<file path="src/rtl/async_fifo_pkg.sv">
// Shared definitions for the async FIFO read-side packer: width defaults,
// packer state names and the fill-counter width helper.
package async_fifo_pkg;

  localparam int DEF_DATA_WIDTH = 8;
  localparam int DEF_PACK_RATIO = 4;

  // ACCUM      : collecting lanes, no flush pending
  // FULL_WAIT  : all lanes stored, output slot still occupied
  // FLUSH_WAIT : flush latched, waiting for in-flight data and a free slot
  typedef enum logic [1:0] {
    ACCUM      = 2'd0,
    FULL_WAIT  = 2'd1,
    FLUSH_WAIT = 2'd2
  } pack_state_e;

  // Width needed to count 0..pack_ratio stored lanes.
  function automatic int fill_w(input int pack_ratio);
    return $clog2(pack_ratio + 1);
  endfunction

  localparam int FILL_W = fill_w(DEF_PACK_RATIO);

endpackage

</file>
<file path="src/rtl/fifo_rd_packer.sv">
// Read-side consumer of the async FIFO. Pops DATA_WIDTH entries and packs
// PACK_RATIO of them into one word on a valid/ready stream; a flush emits the
// partial word with a lane-keep mask and a last marker.
//
// state      | meaning
// -----------+------------------------------------------------------------
// ACCUM      | fill < PACK_RATIO, popping entries into lanes
// FULL_WAIT  | fill == PACK_RATIO, word parked until the output slot frees
// FLUSH_WAIT | flush latched; no new pops until the partial word is emitted
module fifo_rd_packer
  import async_fifo_pkg::*;
#(
  parameter int DATA_WIDTH = DEF_DATA_WIDTH,
  parameter int PACK_RATIO = DEF_PACK_RATIO
) (
  input  logic                             rd_clk,
  input  logic                             rd_rst,
  input  logic                             fifo_empty,
  input  logic [DATA_WIDTH-1:0]            data_out,
  output logic                             rd_en,
  input  logic                             flush,
  output logic [DATA_WIDTH*PACK_RATIO-1:0] m_data,
  output logic [PACK_RATIO-1:0]            m_keep,
  output logic                             m_last,
  output logic                             m_valid,
  input  logic                             m_ready
);

  localparam int FW = fill_w(PACK_RATIO);
  localparam int CW = FW + 1;
  localparam logic [CW-1:0] PR_C = CW'(PACK_RATIO);

  logic [FW-1:0]                     r_fill;
  logic                              r_inflight;
  logic                              r_flush_pend;
  logic [DATA_WIDTH-1:0]             r_lane [PACK_RATIO];
  logic [DATA_WIDTH*PACK_RATIO-1:0]  r_m_data;
  logic [PACK_RATIO-1:0]             r_m_keep;
  logic                              r_m_last;
  logic                              r_m_valid;

  pack_state_e                       w_state;
  logic [CW-1:0]                     w_fill_land;
  logic                              w_slot_free;
  logic                              w_full;
  logic                              w_emit_full;
  logic                              w_flush_go;
  logic                              w_emit_part;
  logic                              w_last_full;
  logic [DATA_WIDTH*PACK_RATIO-1:0]  w_word;
  logic [DATA_WIDTH*PACK_RATIO-1:0]  w_part_data;
  logic [PACK_RATIO-1:0]             w_part_keep;

  // Lane count including the entry landing this cycle.
  assign w_fill_land = {1'b0, r_fill} + CW'(r_inflight);
  assign w_slot_free = !r_m_valid || m_ready;
  assign w_full      = (w_fill_land == PR_C);
  assign w_emit_full = w_full && w_slot_free;
  // A full word parked behind a pending flush is closed by w_emit_full, not here.
  assign w_flush_go  = r_flush_pend && !r_inflight && w_slot_free && !w_full;
  assign w_emit_part = w_flush_go && (r_fill != '0);
  // A flush arriving together with the completing lane closes that word.
  assign w_last_full = r_flush_pend || flush;

  // Implicit state decode from the fill counter and the flush latch.
  always_comb begin
    w_state = ACCUM;
    if (r_flush_pend) begin
      w_state = FLUSH_WAIT;
    end else if ({1'b0, r_fill} == PR_C) begin
      w_state = FULL_WAIT;
    end
  end

  // Pop only while accumulating and a lane is free for the returning entry.
  assign rd_en = !rd_rst && !fifo_empty && (w_state == ACCUM) && (w_fill_land < PR_C);

  // Assemble the outgoing word, substituting the landing entry into its lane.
  always_comb begin
    w_word      = '0;
    w_part_data = '0;
    w_part_keep = '0;
    for (int i = 0; i < PACK_RATIO; i++) begin
      if (r_inflight && (r_fill == FW'(i))) begin
        w_word[i*DATA_WIDTH +: DATA_WIDTH] = data_out;
      end else begin
        w_word[i*DATA_WIDTH +: DATA_WIDTH] = r_lane[i];
      end
      w_part_keep[i] = (CW'(i) < w_fill_land);
      if (w_part_keep[i]) begin
        w_part_data[i*DATA_WIDTH +: DATA_WIDTH] = w_word[i*DATA_WIDTH +: DATA_WIDTH];
      end
    end
  end

  // Lane accumulator: write-enable decoded from fill when an entry lands.
  always_ff @(posedge rd_clk or posedge rd_rst) begin
    if (rd_rst) begin
      for (int i = 0; i < PACK_RATIO; i++) begin
        r_lane[i] <= '0;
      end
    end else begin
      for (int i = 0; i < PACK_RATIO; i++) begin
        if (r_inflight && (r_fill == FW'(i))) begin
          r_lane[i] <= data_out;
        end
      end
    end
  end

  // Fill counter, in-flight tracker and flush latch.
  always_ff @(posedge rd_clk or posedge rd_rst) begin
    if (rd_rst) begin
      r_fill       <= '0;
      r_inflight   <= 1'b0;
      r_flush_pend <= 1'b0;
    end else begin
      r_inflight <= rd_en;
      if (w_emit_full || w_flush_go) begin
        r_fill       <= '0;
        r_flush_pend <= 1'b0;
      end else begin
        r_fill <= w_fill_land[FW-1:0];
        if (flush) begin
          r_flush_pend <= 1'b1;
        end
      end
    end
  end

  // Output slot: load on completion or flush, drop valid only after a transfer.
  always_ff @(posedge rd_clk or posedge rd_rst) begin
    if (rd_rst) begin
      r_m_data  <= '0;
      r_m_keep  <= '0;
      r_m_last  <= 1'b0;
      r_m_valid <= 1'b0;
    end else if (w_emit_full) begin
      r_m_data  <= w_word;
      r_m_keep  <= '1;
      r_m_last  <= w_last_full;
      r_m_valid <= 1'b1;
    end else if (w_emit_part) begin
      r_m_data  <= w_part_data;
      r_m_keep  <= w_part_keep;
      r_m_last  <= 1'b1;
      r_m_valid <= 1'b1;
    end else if (r_m_valid && m_ready) begin
      r_m_valid <= 1'b0;
    end
  end

  assign m_data  = r_m_data;
  assign m_keep  = r_m_keep;
  assign m_last  = r_m_last;
  assign m_valid = r_m_valid;

endmodule

</file>
<file path="config.mk">
export PLATFORM = sky130hd
export DESIGN_NAME = fifo_rd_packer
export DESIGN_NICKNAME = d
export VERILOG_FILES = /design/src/rtl/async_fifo_pkg.sv /design/src/rtl/fifo_rd_packer.sv
export SDC_FILE = /design/constraint.sdc
export NUM_CORES = 1
export LEC_CHECK = 0
export BUFFER_PORTS_ARGS = -buffer_cell sky130_fd_sc_hd__buf_4
export CAP_MARGIN = 0
export CORE_MARGIN = 5
export CORE_UTILIZATION = 45
export DETAILED_ROUTE_END_ITERATION = 8
export HOLD_SLACK_MARGIN = 0.08
export PLACE_DENSITY = 0.68
export SYNTH_ARGS = -nofsm -noshare
export SYNTH_HDL_FRONTEND = slang
export SYNTH_SLANG_ARGS = --single-unit
</file>
<file path="constraint.sdc">
create_clock -name rd_clk -period 5.26 [get_ports rd_clk]
set_clock_uncertainty 0.15 [all_clocks]
set_input_delay 1.052 -clock rd_clk [delete_from_list [all_inputs] [get_ports rd_clk]]
set_output_delay 1.052 -clock rd_clk [all_outputs]
set_load 0.01 [all_outputs]
</file>
==> results of run 1 <==
[through the flow]
stage | instances | setup slack (ns) | instance area, µm² | util [%] | power (W)
3_5_place_dp | 351 | 2.03 | 3580 | 52.7 | 0.00130
5_1_grt | 367 | 1.64 | 3810 | 56.0 | 0.00188
4_1_cts | 367 | 1.72 | 3810 | 56.0 | 0.00180
2_1_floorplan | 211 | 2.15 | 3130 | - | 0.00114
3_3_place_gp | 351 | 2.13 | 3580 | 52.7 | 0.00129
6_report | 367 | 1.74 | 3810 | 56.0 | 0.00177
[state kept, by name, summed over array words and instances, names as in the netlist]
| name | flops |
|---|---|
| r_fill | 3 |
| r_flush_pend | 1 |
| r_inflight | 1 |
| m_last | 1 |
| m_data | 32 |
| r_lane | 32 |
| m_valid | 1 |
| m_keep | 4 |
[per-layer routing]
metal  up-vias  part of all wire, %  global-route usage, %
li1        875                    -                      -
met1       953                   47                   20.0
met2        40                   47                   23.9
met3         9                  4.4                   4.59
met4         0                  1.5                   5.49
met5         -                    0                      0
[layout make-up]
type	instances	area, µm²
multi-input cells	121	1160
repair buffers	54	405
flip-flops and latches	75	1880
clock buffers	12	155
clock inverters	4	72.6
fillers	569	2990
well taps	96	120
inverters	5	18.8
[logic make-up (layout without fill, tap and decap cells)]
kind of cell	after synthesis	after routing	synth area share, %
AOI/OAI and AO/OA	35	35	10.4
and+or+nand+nor	33	33	7.60
adders and majority gates	2	2	0.800
buffers and inverters	15	75	2.92
xor gates and xnor gates	1	1	0.280
muxes	50	50	18.0
DFF	75	75	60.0
[power by group through the flow]
stage | logic, W | registers, W | clock network, W
after floorplan | 0.000330 | 0.000806 | 0
after global placement | 0.000495 | 0.000794 | 0
after detailed placement | 0.000502 | 0.000797 | 0
after CTS | 0.000504 | 0.000787 | 0.000506
after global routing | 0.000543 | 0.000805 | 0.000535
final | 0.000495 | 0.000785 | 0.000495
[worst max path at each step]
stage | startpoint | cells past startpoint | endpoint | slack, ns
2_1_floorplan | rd_rst | 1 | m_data[0] | 2.15
3_3_place_gp | r_fill[0] | 7 | rd_en | 2.13
3_5_place_dp | r_fill[0] | 6 | m_data[28] | 2.03
4_1_cts | r_fill[0] | 7 | rd_en | 1.72
5_1_grt | r_fill[0] | 7 | rd_en | 1.64
6_report | r_fill[0] | 7 | rd_en | 1.74
[worst reg2reg max path, stage by stage, from the launching register on]
cell,delay [ns]
dfrtp_1,0.49
ha_1,0.28
ha_1,0.33
nor2_1,0.67
nand4_1,0.32
o21ai_2,0.48
mux2_2,0.43
[placed cells by master, fill, tap and decap left out, types with 3 or more instances in the layout]
| cell | netlist | layout |
|---|---|---|
| dfrtp_1 | 75 | 75 |
| buf_4 | 2 | 54 |
| mux2_2 | 48 | 48 |
| a22o_1 | 16 | 16 |
| clkbuf_8 | 0 | 11 |
| nor2b_1 | 8 | 8 |
| nand2_1 | 5 | 5 |
| a21boi_1 | 5 | 5 |
| inv_1 | 5 | 4 |
| and2_1 | 3 | 3 |
| a21boi_2 | 3 | 3 |
| and3_1 | 3 | 3 |
==> metrics.md, run 1 <==
| Metric | Value |
|---|---|
| Post-CTS Setup Bufs | 0 |
| CP max stage delay | between 0.4 and 0.5 ns |
| YS warnings | 0 |
| Layout cells sized above 1 | 48.3% |
| H-Tree Depth | 3 |
| Startpoint types | flip-flop |
| Starting Density | 46.0% |
| I/O pins | 52 |
| Top cells by count, synth | 75 x dfrtp_1, 48 x mux2_2, 16 x a22o_1 |
| WL final | roughly 6000 µm |
| Syn_area_per_cell | 14.8 µm² |
| Comb power frac | 27.9% |
| Number of max-cap violations | 0 |
| Initial DRT Pass Iterations | 4 |
| Hold Path Sink | r_lane[31] |
| Hold-fix buffer count after cts | 0 |
| Post-route ant nets | 0 |
| Yosys reg bits | 75 |
| Hold_sp | r_lane[31] |
| # setup viols final | 0 |
| Port-buffer cells | 51 |
| Synth cell types | 37 |
| Slowest CP cell | dfrtp_1 |
| Crit path max-delay family | simple AND/OR/NAND/NOR gates |
| Worst-path cell chain | ha_1, ha_1, or2_2, o21ai_2, buf_4, and3_1, buf_4 |
| Via count | 1877 |
| Antenna violations before repair | 0 |
| Reg-to-reg slack, setup | 2.00 ns |
| Worst Path Buf+Inv | 2 |
| Status | finished, final reports clean |
| RSZ-0062 raised after global routing | no |
| Crit-path max FO | 23 |
| Cells after Synth | roughly 210 |
| Clock Path Buffers | 2 |
| Residual DRC count | 0 |
| Top cell type's share of synthesized area | 60.0% |
| CTS Buf Count | 9 |
| Core area | 6790 µm² |
| Post-synthesis sequential area ratio | 60.0% |
| CP required | 4.06 ns |
| Synth async-reset ratio | 100% |
| Die area | 8720 µm² |
| Final hold vios | 0 |
| Hold path depth | 1 |
| Die Y | about 93 µm |
| Worst slew pin tran | 1.01 ns |
| Gr usage total | 15.3% |
| Clock insertion delay at the later pin of the skew report | around 0.34 ns |
| Row count | 30 |
| Min Hold Slack | ~0.35 ns |
| Largest net degree at the start of global routing | 49 |
| FF-to-FF path depth | 6 |
| Switch share | between 20 and 30% |
| Most used DFF post-synth | dfrtp_1 |
| Post-detail-place hpwl | 4170 µm |
| Relative slew slack | between 30% and 40% |
| Clock root cell | clkbuf_8 |
| Area Growth Syn to Fin | 21.8% |
| Reg2reg end | m_data[29] |
| Fmax | about 280 MHz |
| Leak pwr | between 1.5 and 2 nW |
| TritonCTS clock tree | done |
| Worst EP arrival | 2.31 ns |
| EDFF count, synth | 0 |
| Hold WC Path Type | flip-flop to flip-flop |
| Mapped cell area | 3130 µm² |
| First-pass GRT wire length | 10200 µm |
| Reg2reg start | r_fill[0] |
| Fin. max-slew vios | 0 |
| NetSw | 0.000500 W |
| Grt total ovfl | 0 |
| Die X | 93.4 µm |
| Clock sinks | 75 |
| # diodes | 0 |
| Internal power | 0.00127 W |
| Clock Power Share | 27.9% |
| Initial detailed-routing violation count | 78 |
| Kind of critical path | flip-flop to output pin |
| Vias per cell | 5.11 |
| PD cells | 466 nW/µm² |
| Setup TNS | 0 ns |
| Top-count cell post-synth | dfrtp_1 |
| Largest area contributor in the netlist | dfrtp_1 |
| Top cells by area, synth | dfrtp_1 60%, mux2_2 17%, a22o_1 4.5% |
| Sequential Power Share | 44.3% |
| Crit share post-route | 66.8% |
| Syn Nets | 226 |
| Clock Pin Slew Worst Setup and Hold Paths | 0.07 ns |
| Maximum vdd drop | slightly below 200 µV |
| Cts repair resizes | 0 |
| Vias in the first global route | 1983 |
| Minimum clock period | 3.52 ns |
| GPL Wtd Cong | about 0.8 |
| Nature of the critical path endpoint | output pin |
| Routed length per instance | 16.5 µm |
| Final net count | 281 |
Note: power is estimated with default switching activity, not from simulation.
==> run 2, diff against run 1 <==
ABC_AREA = 1   (was not set)
PLACE_DENSITY = 0.7   (was 0.68)
clock period = 3.17 ns   (was 5.26 ns; I/O delays follow)
==> run 2 against run 1 <==
  * Final area up 12%
  * Worst setup slack got worse by 1.4 ns
  * Worst hold slack improved by 0.017 ns
  * Via count increased by 55%
  * Non-clock buffer count is 1 higher
  * Clock-buffer cell count shrank 2
  * Critical endpoint unchanged
  * Highest routed layer unchanged
==> metrics.md, run 2 <==
| Metric | Value |
|---|---|
| Clock root cell | clkbuf_8 |
| FILL cells | 731 (+28%) |
| Yosys reg bits | 75 (unchanged) |
| Crit share post-route | 89.5% |
| TritonCTS clock tree | done |
| Gr usage total | 17.8% (+2.5 points) |
| Multi-input gate area | 1250 µm² (+8.2%) |
| YS warnings | 0 (unchanged) |
| Layout cells sized above 1 | 18.5% (-30 points) |
| Starting Density | 46.3% (+0.27 points) |
| Reg2reg start | r_fill[0] |
| Initial detailed-routing violation count | 135 (+73%) |
| EDFF count, synth | 0 (unchanged) |
| Die area | 9830 µm² (+13%) |
| Via count | 2900 (+55%) |
| Dpl ws | 0.725 ns (-1.30 ns) |
| Vias in the first global route | 2942 (+48%) |
| Final critical-path setup slack | 0.334 ns (-1.41 ns) |
| Top cells by area, synth | dfrtp_1 52%, nand2_1 15%, nand3_1 10% |
| Post-route ant nets | 0 (unchanged) |
| Final hold vios | 0 (unchanged) |
| Cts repair resizes | 0 (unchanged) |
| Number of max-cap violations | 0 (unchanged) |
| Synth cell types | 20 (-46%) |
| Die X | 99.2 µm (+6.2%) |
| Initial DRT Pass Iterations | 4 (unchanged) |
| Largest net degree at the start of global routing | 76 (+55%) |
| RSZ-0062 raised after global routing | no |
| Routed length per instance | 12.9 µm (-22%) |
| Top cells by count, synth | 147 x nand2_1, 82 x inv_1, 75 x dfrtp_1 |
| Kind of critical path | flip-flop to output pin |
| Vias per cell | 4.72 (-7.8%) |
| # diodes | 0 (unchanged) |
| Grt total ovfl | 0 (unchanged) |
| Clock Path Buffers | 2 (unchanged) |
| WL final | 7950 µm (+31%) |
| Most used DFF post-synth | dfrtp_1 |
| Register Area | 1880 µm² (unchanged) |
| Commonest cells after routing, fill and taps aside | 147 x nand2_1, 81 x inv_1, 75 x dfrtp_1, 72 x nand3_1, 55 x buf_4 |
| Post-detail-place hpwl | 5230 µm (+25%) |
| # setup viols final | 0 (unchanged) |
| Most common cell after layout, fill and taps aside | nand2_1 |
| Syn_area_per_cell | 7.83 µm² (-47%) |
| Setup TNS | 0 ns (unchanged) |
| Mapped cell area | 3580 µm² (+14%) |
| Post-CTS Setup Bufs | 0 (unchanged) |
| Syn Nets | 472 (+110%) |
| Hold WC Path Type | flip-flop to flip-flop |
| Area Growth Syn to Fin | 19.6% |
| H-Tree Depth | 3 (unchanged) |
| Startpoint types | flip-flop |
| Top-count cell post-synth | nand2_1 |
| Residual DRC count | 0 (unchanged) |
| Largest area contributor in the netlist | dfrtp_1 |
| Die Y | 99.2 µm (+6.2%) |
| Crit-path max FO | 5 (-78%) |
| Core area | 7730 µm² (+14%) |
| Hold-fix buffer count after cts | 0 (unchanged) |
| GPL Wtd Cong | 0.824 (about the same) |
| Reg2reg end | r_fill[0] |
| Port-buffer cells | 51 (unchanged) |
| Reg-to-reg slack, setup | 0.95 ns (-1.05 ns) |
| Top cell type's share of synthesized area | 52.5% (-7.6 points) |
| Worst setup path start | r_fill[0] |
| First-pass GRT wire length | 14000 µm (+38%) |
| Antenna violations before repair | 0 (unchanged) |
| Worst slew pin tran | 0.948 ns (-0.0581 ns) |
| Status | finished, final reports clean |
| Clock Pin Slew Worst Setup and Hold Paths | 0.08 ns (about the same) |
| Crit path to | rd_en |
| Final net count | 523 (+86%) |
| Maximum vdd drop | 376 µV (+91%) |
| I/O pins | 52 (unchanged) |
| Clock insertion delay at the later pin of the skew report | 0.35 ns (about the same) |
| Row count | 32 (+6.7%) |
| FF-to-FF path depth | 9 (+3) |
| Cells after Synth | 457 (+120%) |
| Relative slew slack | 36.8% (+3.9 points) |
| Fmax | roughly 350 MHz |
| Fin. max-slew vios | 0 (unchanged) |
| Leak pwr | 2.59 nW (+39%) |
| CP required | 2.39 ns (-1.67 ns) |
| Nature of the critical path endpoint | output pin |
| Minimum clock period | 2.84 ns |
| CTS Buf Count | 9 (unchanged) |
| Worst EP arrival | 2.05 ns (-0.26 ns) |
| Post-synthesis sequential area ratio | 52.5% (-7.6 points) |
| Synth async-reset ratio | 100% (unchanged) |
| Clock sinks | 75 (unchanged) |
| PD cells | 811 nW/µm² (+74%) |
run 2: changes by cell type in the layout (fill, tap and decap cells not counted), moves of 4 or more:
cell	previous run	this run
nand2_1	5	147
mux2_2	48	0
a21boi_1	5	0
a22o_1	16	0
nor2_1	2	39
nand3_1	1	72
nor2b_1	8	0
inv_2	1	6
nor2_4	0	4
nand2_2	0	5
inv_1	4	81
run 2: layer usage:
| metal | track usage [%] | part of all wire, % | up-vias | wire length [µm] |
|---|---|---|---|---|
| li1 | - | - | 1474 | - |
| met1 | 24.0 | 47 | 1337 | 3740 |
| met2 | 26.6 | 45 | 70 | 3550 |
| met3 | 4.63 | 5.6 | 19 | 446 |
| met4 | 8.61 | 2.7 | 0 | 214 |
| met5 | 0 | 0 | - | 0 |
run 2: critical path, stage by stage (launching register included):
cell      delay [ns]
dfrtp_1         0.42
ha_1            0.24
ha_1            0.21
nand2_1         0.12
nand3_2         0.20
a211oi_1        0.32
buf_4           0.19
run 2: cell type report:
type	instances	share of cell area [%]
Clock buffer	10	3.22
Clock inverter	6	3.19
Inverter	88	7.81
Multi-Input combinational cell	279	29.3
Sequential cell	75	43.9
Tap cell	102	2.98
Timing Repair Buffer	55	9.65
run 2: worst min path at each step:
stage                    to  slack (ns)  startpoint  depth (start not counted)
3_5_place_dp     m_data[12]        0.35  m_data[12]                          2
5_1_grt        r_flush_pend        0.39       flush                          3
4_1_cts        r_flush_pend        0.36       flush                          3
6_report         m_data[20]        0.36  m_data[20]                          2
3_3_place_gp     m_data[28]        0.35  m_data[28]                          2
2_1_floorplan    r_lane[24]        0.35  r_lane[24]                          4
run 2: report_power, final:
group          total (W)  switching (W)  internal [W]
Sequential       0.00136       0.000119       0.00124
Clock           0.000989       0.000364      0.000625
Combinational    0.00112       0.000715      0.000403
run 2: cell families (layout without fill, tap and decap cells):
logic type / count (synthesis) / count (layout) / share of synthesized area, %
AO/OA/AOI/OAI: 1 / 1 / 0.210
adder cells (fa/ha/maj): 2 / 2 / 0.699
buffers and inverters: 103 / 159 / 12.5
flip-flops: 75 / 75 / 52.5
AND/OR/NAND/NOR: 276 / 276 / 34.1
run 2: per-stage QoR:
stage	power [W]	cell area (µm²)	cells	hold WS (ns)	util [%]
2_1_floorplan	0.00218	3580	457	0.355	-
3_3_place_gp	0.00246	4010	599	0.347	51.8
3_5_place_dp	0.00250	4010	599	0.345	51.8
4_1_cts	0.00351	4280	615	0.364	55.4
5_1_grt	0.00375	4280	615	0.386	55.4
6_report	0.00347	4280	615	0.363	55.4
==> run 3, diff against run 2 <==
ABC_AREA = not set   (was 1)
PLACE_DENSITY = 0.71   (was 0.7)
==> run 3 against run 2 <==
  * Routed wire length shrank 21%
  * Flip-flop and latch count is the same
  * Non-clock buffer count did not move
  * Worst setup slack gained 0.063 ns
  * Sequential share of layout area rose by 5.8 points
  * Combinational power decreased by 25%
  * Cell count is 40% lower
  * Register-to-register slack got worse by 0.48 ns
  * First-iteration DRC count shrank 56%
  * Fmax grew 2.3%
  * Die area is 11% lower
  * Worst hold slack worse by 0.15 ns
  * Critical path type unchanged
==> metrics.md, run 3 (synthesis gave the netlist of run 1 again) <==
| Metric | Value |
|---|---|
| Kind of critical path | flip-flop to output pin |
| Min Hold Slack | 0.210 ns (-0.153 ns) |
| Vias per cell | 5.14 (+9.1%) |
| Final net count | 282 (-46%) |
| Starting Density | 46.0% (-0.27 points) |
| Initial detailed-routing violation count | 60 (-56%) |
| Crit-path max FO | 7 (+2) |
| Nature of the critical path endpoint | output pin |
| Clock insertion delay at the later pin of the skew report | 0.34 ns (about the same) |
| # diodes | 0 (unchanged) |
| Die area | 8720 µm² (-11%) |
| FILL cells | 576 (-21%) |
| Worst EP arrival | 1.99 ns (-0.06 ns) |
| Startpoint types | flip-flop |
| Final hold vios | 0 (unchanged) |
| Clock root cell | clkbuf_8 |
| Post-detail-place hpwl | 4170 µm (-20%) |
| Commonest cells after routing, fill and taps aside | 75 x dfrtp_1, 54 x buf_4, 48 x mux2_2, 16 x a22o_1, 9 x clkbuf_8 |
| Post-route ant nets | 0 (unchanged) |
| Gr usage total | 16.0% (-1.8 points) |
| Area Growth Syn to Fin | 20.9% |
| H-Tree Depth | 3 (unchanged) |
| Hold-fix buffer count after cts | 0 (unchanged) |
| Worst slew pin tran | 1.05 ns (+0.101 ns) |
| Core area | 6790 µm² (-12%) |
| Clock Path Buffers | 2 (unchanged) |
| Minimum clock period | 2.77 ns (-0.0628 ns) |
| Register Area | 1880 µm² (unchanged) |
| RSZ-0062 raised after global routing | no |
| Routed length per instance | 17.2 µm (+33%) |
| Number of max-cap violations | 0 (unchanged) |
| Initial DRT Pass Iterations | 4 (unchanged) |
| Residual DRC count | 0 (unchanged) |
| Hold WC Path Type | primary input to async pin |
| # setup viols final | 0 (unchanged) |
| Clock sinks | 75 (unchanged) |
| Fin. max-slew vios | 0 (unchanged) |
| CP required | 2.39 ns (about the same) |
| GPL Wtd Cong | 0.783 (-5.1%) |
| Die Y | 93.4 µm (-5.9%) |
| I/O pins | 52 (unchanged) |
| Cts repair resizes | 0 (unchanged) |
| CTS Buf Count | 9 (unchanged) |
| Antenna violations before repair | 0 (unchanged) |
| FF-to-FF path depth | 6 (-3) |
| Crit share post-route | 87.5% (-2.0 points) |
| Post-CTS Setup Bufs | 0 (unchanged) |
| Relative slew slack | 30.0% (-6.7 points) |
| First-pass GRT wire length | 10600 µm (-24%) |
| Leak pwr | 1.85 nW (-28%) |
| Die X | 93.4 µm (-5.9%) |
| PD cells | 752 nW/µm² (-7.3%) |
| Port-buffer cells | 51 (unchanged) |
| Most common cell after layout, fill and taps aside | dfrtp_1 |
| Status | finished, final reports clean |
| Via count | 1883 (-35%) |
| Row count | 30 (-6.3%) |
| Setup TNS | 0 ns (unchanged) |
| Layout cells sized above 1 | 48.5% (+30 points) |
| Reg2reg start | r_fill[0] |
| Largest net degree at the start of global routing | 76 (unchanged) |
| Clock Pin Slew Worst Setup and Hold Paths | 0.07 ns (about the same) |
| Fmax | 361 MHz (+2.3%) |
| Maximum vdd drop | 383 µV (+1.9%) |
| Worst setup path start | r_fill[0] |
| Grt total ovfl | 0 (unchanged) |
| Multi-input gate area | 1160 µm² (-7.6%) |
| TritonCTS clock tree | done |
| Final core utilization | 55.6% (+0.26 points) |
| Vias in the first global route | 1984 (-33%) |
| WL final | 6280 µm (-21%) |
==> run 3: worst max-delay path, stage by stage (launching register included) <==
cell	delay [ns]
dfrtp_1	0.49
ha_1	0.28
ha_1	0.22
or2_2	0.29
o21ai_2	0.06
and3_1	0.18
buf_4	0.12
==> run 3: final cells by class <==
type | instances | share of cell area (%)
clock inverter | 5 | 1.49
tap | 96 | 3.18
inverter | 5 | 0.497
multi-input combinational | 121 | 30.7
clock buffer | 9 | 3.28
timing repair buffer | 55 | 11.3
sequential | 75 | 49.7
==> run 3: routing by layer <==
layer	wire [µm]	global-route usage [%]	vias up
li1	-	-	873
met1	2960	21.8	967
met2	2980	24.1	37
met3	273	5.63	6
met4	72	4.76	0
met5	0	0	-
==> run 3: path summary, 6_finish.rpt <==
| check | endpoint | slack (ns) |
|---|---|---|
| hold / removal | r_inflight | 0.21 |
| setup / recovery | rd_en | 0.40 |
| min in group rd_clk | r_lane[31] | 0.35 |
| max in group asynchronous | r_lane[15] | 2.32 |
| hold reg to reg | r_lane[31] | 0.35 |
| setup reg to reg | m_data[3] | 0.47 |
==> run 3: stage by stage <==
step	worst slack [ns]	std cells	power (W)	cell area, µm²
2_1_floorplan	0.476	211	0.00189	3130
3_3_place_gp	0.489	352	0.00215	3600
3_5_place_dp	0.456	352	0.00217	3600
4_1_cts	0.385	366	0.00287	3780
5_1_grt	0.272	366	0.00302	3780
6_report	0.397	366	0.00284	3780
==> run 3: report_power, final <==
part / total (W) / internal (W) / switching, W
registers: 0.00131 / 0.00119 / 0.000118
clock network: 0.000698 / 0.000353 / 0.000344
logic: 0.000835 / 0.000448 / 0.000386
total: 0.00284 / 0.00199 / 0.000849
